`src/rtl/bamse_bus_master.sv`:
```
// bamse_bus_master: initiator for the BAMSE 8-bit peripheral register bus.
// Queues write/read commands in a small FIFO and drives address/data_out with
// one SETUP cycle followed by a wen/ren strobe of STROBE_CYCLES cycles. Reads
// wait RD_LAT cycles after the strobe before data_in is sampled, then they are
// returned on a valid/ready response port.
//
// Ports:
//   clk, rst                          clock, asynchronous active-high reset
//   cmd_valid/cmd_ready               command handshake (ready = FIFO not full)
//   cmd_write/cmd_addr/cmd_wdata      command payload
//   rsp_valid/rsp_ready               read response handshake
//   rsp_addr/rsp_rdata                read response payload
//   address/data_out/data_in          peripheral bus address and data
//   wen/ren                           peripheral write/read strobes
//   busy                              FSM active or commands queued
//   irq/irq_ack/irq_pending           interrupt latch (optional)
//
// Optional feature macro: BAMSE_MASTER_IRQ_EN. When it is defined, irq is
// synchronised and its rising edge latches irq_pending; otherwise
// irq_pending is tied low and irq/irq_ack are ignored.

module bamse_bus_master #(
    parameter int unsigned CMD_DEPTH     = 4,
    parameter int unsigned STROBE_CYCLES = 1,
    parameter int unsigned RD_LAT        = 1
) (
    input  logic       clk,
    input  logic       rst,
    input  logic       cmd_valid,
    output logic       cmd_ready,
    input  logic       cmd_write,
    input  logic [7:0] cmd_addr,
    input  logic [7:0] cmd_wdata,
    output logic       rsp_valid,
    input  logic       rsp_ready,
    output logic [7:0] rsp_addr,
    output logic [7:0] rsp_rdata,
    output logic [7:0] address,
    output logic [7:0] data_out,
    input  logic [7:0] data_in,
    output logic       wen,
    output logic       ren,
    output logic       busy,
    input  logic       irq,
    input  logic       irq_ack,
    output logic       irq_pending
);

    localparam int unsigned AW = $clog2(CMD_DEPTH);
    localparam int unsigned PW = AW + 1;
    localparam int unsigned CW = 4;

    typedef struct packed {
        logic       write;
        logic [7:0] addr;
        logic [7:0] wdata;
    } cmd_t;

    typedef enum logic [2:0] {
        IDLE   = 3'd0,
        SETUP  = 3'd1,
        STROBE = 3'd2,
        WAIT   = 3'd3,
        RESP   = 3'd4
    } state_t;

    cmd_t          fifo_mem [CMD_DEPTH];
    logic [PW-1:0] wr_ptr;
    logic [PW-1:0] rd_ptr;
    logic          empty;
    logic          full;
    logic          push;
    logic          pop;
    cmd_t          head;

    state_t        state;
    state_t        state_nxt;
    logic [CW-1:0] cnt;
    logic [CW-1:0] cnt_nxt;
    logic          is_write;
    logic          sample;

    // FIFO status: extra pointer MSB distinguishes full from empty
    assign empty     = (wr_ptr == rd_ptr);
    assign full      = (wr_ptr[AW-1:0] == rd_ptr[AW-1:0]) && (wr_ptr[AW] != rd_ptr[AW]);
    assign cmd_ready = !full;
    assign push      = cmd_valid && !full;
    assign head      = fifo_mem[rd_ptr[AW-1:0]];
    assign busy      = (state != IDLE) || !empty;

    // FIFO storage (data only, no reset needed)
    always_ff @(posedge clk) begin
        if (push) begin
            fifo_mem[wr_ptr[AW-1:0]] <= '{write: cmd_write, addr: cmd_addr, wdata: cmd_wdata};
        end
    end

    // Next-state logic; cnt counts down the remaining cycles of STROBE/WAIT
    always_comb begin
        state_nxt = state;
        cnt_nxt   = cnt;
        pop       = 1'b0;
        sample    = 1'b0;
        case (state)
            IDLE: begin
                if (!empty) begin
                    pop       = 1'b1;
                    state_nxt = SETUP;
                end
            end
            SETUP: begin
                state_nxt = STROBE;
                cnt_nxt   = CW'(STROBE_CYCLES - 1);
            end
            STROBE: begin
                if (cnt == '0) begin
                    if (is_write) begin
                        state_nxt = IDLE;
                    end else if (RD_LAT == 0) begin
                        sample    = 1'b1;
                        state_nxt = RESP;
                    end else begin
                        state_nxt = WAIT;
                        cnt_nxt   = CW'(RD_LAT - 1);
                    end
                end else begin
                    cnt_nxt = cnt - CW'(1);
                end
            end
            WAIT: begin
                if (cnt == '0) begin
                    sample    = 1'b1;
                    state_nxt = RESP;
                end else begin
                    cnt_nxt = cnt - CW'(1);
                end
            end
            RESP: begin
                if (rsp_ready) begin
                    state_nxt = IDLE;
                end
            end
            default: state_nxt = IDLE;
        endcase
    end

    // State, pointers and registered bus/response outputs
    always_ff @(posedge clk or posedge rst) begin
        if (rst) begin
            state     <= IDLE;
            cnt       <= '0;
            wr_ptr    <= '0;
            rd_ptr    <= '0;
            is_write  <= 1'b0;
            address   <= '0;
            data_out  <= '0;
            wen       <= 1'b0;
            ren       <= 1'b0;
            rsp_valid <= 1'b0;
            rsp_addr  <= '0;
            rsp_rdata <= '0;
        end else begin
            state     <= state_nxt;
            cnt       <= cnt_nxt;
            if (push) begin
                wr_ptr <= wr_ptr + PW'(1);
            end
            if (pop) begin
                rd_ptr   <= rd_ptr + PW'(1);
                is_write <= head.write;
                address  <= head.addr;
                data_out <= head.wdata;
            end
            // is_write is already stable when STROBE is entered from SETUP
            wen       <= (state_nxt == STROBE) && is_write;
            ren       <= (state_nxt == STROBE) && !is_write;
            rsp_valid <= (state_nxt == RESP);
            if (sample) begin
                rsp_rdata <= data_in;
                rsp_addr  <= address;
            end
        end
    end

`ifdef BAMSE_MASTER_IRQ_EN
    // Two-flop synchroniser plus one delay flop for rising-edge detection
    logic [2:0] irq_sync;

    always_ff @(posedge clk or posedge rst) begin
        if (rst) begin
            irq_sync    <= '0;
            irq_pending <= 1'b0;
        end else begin
            irq_sync <= {irq_sync[1:0], irq};
            // A new edge wins over a coincident acknowledge
            if (irq_sync[1] && !irq_sync[2]) begin
                irq_pending <= 1'b1;
            end else if (irq_ack) begin
                irq_pending <= 1'b0;
            end
        end
    end
`else
    logic irq_unused;
    assign irq_unused  = irq ^ irq_ack;
    assign irq_pending = 1'b0;
`endif

endmodule

```
`config.mk`:
```
export PLATFORM = sky130hd
export DESIGN_NAME = bamse_bus_master
export DESIGN_NICKNAME = d
export VERILOG_FILES = /design/src/rtl/bamse_bus_master.sv
export SDC_FILE = /design/constraint.sdc
export NUM_CORES = 1
export LEC_CHECK = 0
export ABC_AREA = 1
export BUFFER_PORTS_ARGS = -buffer_cell sky130_fd_sc_hd__buf_2
export CORE_MARGIN = 5
export CORE_UTILIZATION = 36
export CTS_CLUSTER_SIZE = 24
export DETAILED_ROUTE_END_ITERATION = 8
export PLACE_DENSITY = 0.52
export SETUP_SLACK_MARGIN = 0.05
export SYNTH_ARGS = -nofsm -noshare
export SYNTH_HDL_FRONTEND = slang
export SYNTH_SLANG_ARGS = --single-unit
```
`constraint.sdc`:
```
create_clock -name clk -period 3.38 [get_ports clk]
set_input_delay 0.507 -clock clk [delete_from_list [all_inputs] [get_ports clk]]
set_output_delay 0.507 -clock clk [all_outputs]
set_load 0.01 [all_outputs]
```
**Word level (Yosys, flattened, before mapping)**

Memory sizes are Yosys's and may differ from the RTL's. A register that Yosys moved wholly into a read port is not among the register bits.
Cells that the tools add are included.

- Add/subtract/negate cells: 3
- Equal/unequal tests: 11
- Multiplexer cells: 16
- Reductions and logical operators: 13

Operator list:

| kind | count |
|---|---|
| one-hot mux 3 bit (5 select lines) | 1 |
| two-way mux 3 bit | 4 |
| two-way mux 4 bit | 3 |
| one-hot mux 4 bit (3 select lines) | 1 |
| equality test 3 x 2 -> 1 bit (second input constant) | 3 |
| adder 3 x 1 -> 3 bit (second input constant) | 2 |
| equality test 3 bit (second input constant) | 2 |
| two-way mux 1 bit | 6 |
| nonzero test 3 bit | 2 |
| logical AND 1 bit | 4 |
| zero test 4 bit | 1 |
| subtractor 4 x 1 -> 4 bit (second input constant) | 1 |
| equality test 3 x 1 -> 1 bit (second input constant) | 1 |
| equality test 3 bit | 1 |
| zero test 1 bit | 3 |
| zero test 3 bit | 1 |
| != test 3 bit (second input constant) | 1 |
| AND reduction 3 bit | 1 |
| equality test 2 bit | 1 |
| two-way mux 2 bit | 1 |
| != test 2 bit (second input constant) | 1 |
| logical OR 1 bit | 1 |
| != test 1 bit | 1 |

- Flip-flop bits (word level): 32
- Memory bits (writable): 68
- Input port bits: 31
- Output and inout bits: 38
- Memories: 1

Memory list:

| memory | words | width | read ports | clocked after memory_dff | wr ports | line | source |
|---|---|---|---|---|---|---|---|
| fifo_mem | 4 | 17 | 1 | 1 | 1 | 67 | `cmd_t fifo_mem [CMD_DEPTH];` |

**Longest topological paths before layout**

- Depth after elaboration: 6
- Gate-level depth with buffers: 9
- Depth with buffers taken out: 8

**Worst setup path before layout**

No wires, ideal clock.

- Path type: register -> register
- Start point: register rd_ptr[1]
- End point: memory fifo_mem[0][0] (netlist name), enable pin
- Arrival time: 1,718 ps
- Path slack: 1,271 ps
- Stages on the path, launching flop included: 7
- Cell sequence: dfrtp_1 -> buf_4 -> nand2_1 -> nand2_1 -> nand3b_1 -> nand2_2 -> nor2_1

- Word-level cells in the longest chain between the ends: 6

Ends and longest elaborated chain:

| item | line | source |
|---|---|---|
| start, declared | 69 | `logic [PW-1:0] rd_ptr;` |
| start signal, assigned | 169 | `rd_ptr <= rd_ptr + PW'(1);` |
| equality test 2 bit | 85 | `assign full = (wr_ptr[AW-1:0] == rd_ptr[AW-1:0]) && (wr_ptr[AW] != rd_ptr[AW]);` |
| logical AND 1 bit | 85 |  |
| zero test 1 bit | -- |  |
| via cmd_ready | 30 | `output logic cmd_ready,` |
| logical AND 1 bit | 87 | `assign push = cmd_valid && !full;` |
| two-way mux 1 bit | 93 | `if (push) begin` |
| two-way mux 1 bit (not written as such) | 94 | `fifo_mem[wr_ptr[AW-1:0]] <= '{write: cmd_write, addr: cmd_addr, wdata: cmd_wdata};` |
| end, declared | 67 |  |

The timed path passes the listed nets, and every way through them passes these cells.

**Worst setup path after layout**

- Start point: register rd_ptr[1]
- End point: output port cmd_ready

- Word-level cells in the longest chain between the ends: 3

Ends and longest elaborated chain:

| item | line | source |
|---|---|---|
| equality test 2 bit | 85 |  |
| logical AND 1 bit | 85 |  |
| zero test 1 bit | 86 | `assign cmd_ready = !full;` |
| end, declared | 30 |  |

Every way passes these cells.

==> flow_summary.ini <==
[outcome]
status = finished clean

[floorplan]
dieHeight_um = 125
die_area_sq_um = 15600
core-area_sq_um = 13100
die_w_um = 125
initial_core_util = 0.363
io_pins = 69
rows = 42

[cells_and_area]
finalNonFillerCells = 692
n_antenna_cell = 0
finish.utilization = 0.443
nNetsFinal = 541
area_growth_pct = 21.8
drive_gt1_frac = 0.221

[clock_tree]
clkLatencyLatePin_ns = 0.40
cts_buffer_depth = 2
cts_sinks = 117
cts.clk_slew.worst_paths_ns = 0.05
numCtsBuffers = 17
cts_setup_buffers = 0
cts_resized = 0
cts-root-buf = clkbuf_16
cts_tree = built
holdBufCountCts = 0
htree_levels = 4

[setup_path]
crit_top_cell = nand2_1
r2r_cells = 8
crit_chain = inv_1 -> buf_4 -> nand2_1 -> nand2_1 -> nand3b_1 -> buf_2
critical_path_cell_count = 6
crit_slowest_cell = dfrtp_1
r2r_end = fifo_mem[3][15]
crit_path_start = rd_ptr[1]
cp_max_fo = 21
worst_setup_path_start_kind = flop
critPathBufInv = 3
crit_path_end_kind = output port
cp.required_ns = 2.87
endpoint = cmd_ready
cpPeakStageDelay_ns = 0.82
r2r_slack_ns = 1.06
reg2reg_from = rd_ptr[1]
worstPathArrival_ns = 2.00
cp_top_family = flip-flops
crit_type = reg -> out

[logic_synthesis]
ys_ff_latch = 117
synth_cells = 429
yosysTopAreaCellShare = 0.429
async_flop_share = 0.419
synth_area_sq_um = 4760
syn_nets = 467
yosysMostFrequentCell = nand2_1
yosys.area.top_type = edfxtp_1
yosysWarnings = 0
ys.flop_type = edfxtp_1
synth_cell_type_count = 32
postSynthAreaPerCell_sq_um = 11.1
yosys-top-cells-count = nand2_1 (134), edfxtp_1 (68), dfrtp_1 (49), nor2_1 (45), o21ai_0 (37)
synth_area_leaders = edfxtp_1 (43%), dfrtp_1 (26%), nand2_1 (11%)
ys_seq_area_frac = 0.687
synth_edf_count = 68

[timing]
max_freq_ghz = 0.399
slew_viol_final = 0
worst_hold_slack_ns = 0.310
finalCritPeriodShare = 0.742
grt_setup_unrepaired = false
timing.final.hold_violations = 0
setup_viol = 0
clock-skew-final_ns = 0.00798
min_period_ns = 2.51
max-slew-margin-rel = 0.294
worst_pin_slew_ns = 1.06
tns_ns = 0

[drt]
post_drt_wl_per_cell_um = 14.3
drc_errors = 0
vias_per_cell = 4.53
drtIter0Drc = 213
num_vias = 3135
drt_wl_total_um = 9890
final_antenna_net_count = 0
drt_first_pass_iters = 4

[place]
hpwl_um = 6040
io_buffer_count = 65
place_congestion = 0.818
place_inst = 660

[job]
cap_viol_max_count = 0

[grt]
grt_overflow = 0
antenna_found_initial = 0
grt_pass1_wl_um = 16300
grt_pass1_vias = 3170
grtUsageTotal = 0.132
grt_max_degree = 50

[power_and_ir_drop]
power.density_nw_per_um2 = 1010
p_leak_uw = 0.00259
vdd_drop_max_mv = 0.443

[min_path]
hold_class = in -> reg
worstHoldStart = data_in[3]
## power breakdown
part / internal, uW / leakage, uW / switching [uW]
Combinational: 653 / 0.00108 / 1290
Clock: 1080 / 0.000275 / 578
Sequential: 1980 / 0.00124 / 236
Total: 3720 / 0.00259 / 2100
## tightest hold or removal path: cells and delay by family
family,cells,cell delay [ns]
buf+inv,1,0.08
simple gates,2,0.09
## layout by cell type (no fill, tap or decap), types with 6 or more instances in the layout
cell / n
dfrtp_1: 49
buf_2: 65
nor2_1: 45
o21ai_0: 37
ha_1: 7
clkbuf_16: 17
inv_1: 20
buf_4: 6
inv_2: 6
edfxtp_1: 68
nand2_1: 134
clkbuf_1: 6
o22ai_1: 17
## flip-flops by register name, indices dropped and copies added (netlist names), 3 cells and up
signal and flops:
rd_ptr 3, cnt 4, data_out 8, state 3
wr_ptr 3, rsp_rdata 8, address 8, fifo_mem 68
rsp_addr 8
## layout make-up
class / count / area [sq um]
inverters: 27 / 104
flip-flops and latches: 117 / 3270
multi-input cells: 269 / 1270
fillers: 1227 / 7290
well taps: 176 / 220
clock inverters: 5 / 50.0
repair buffers: 71 / 370
clock buffers: 27 / 503
## worst min-delay path by stage
stage | to | slack (ns) | cells past startpoint
after floorplan | ren | 0.46 | 1
after global placement | rsp_rdata[2] | 0.45 | 2
after detailed placement | rsp_rdata[3] | 0.45 | 2
after CTS | rsp_rdata[0] | 0.29 | 3
after global routing | fifo_mem[3][10] | 0.30 | 1
final | rsp_rdata[3] | 0.31 | 3
## per-stage QoR
step	power [uW]	setup WS [ns]	cell area, sq um
5_1_grt	6270	0.694	5790
6_report	5820	0.873	5790
3_3_place_gp	4170	1.05	5240
4_1_cts	5910	0.830	5790
2_1_floorplan	3630	1.27	4760
3_5_place_dp	4230	1.02	5240
## cell families after synthesis
logic type      count (synthesis)  share of synthesized area
flops                         117                      0.687
simple gates                  197                      0.171
buf+inv                        43                     0.0447
xor+xnor                        5                     0.0108
fa+ha+maj                       7                     0.0184
other cells                     1                   0.000789
compound gates                 59                     0.0671
## metal layers
metal  track usage  routed length (um)  up-vias
li1              -                   -     1572
met1         0.176                4670     1472
met2         0.206                4600       79
met3        0.0358                 509       12
met4        0.0536                 113        0
met5             0                   0        -
Power figures use the tool's default switching activity.
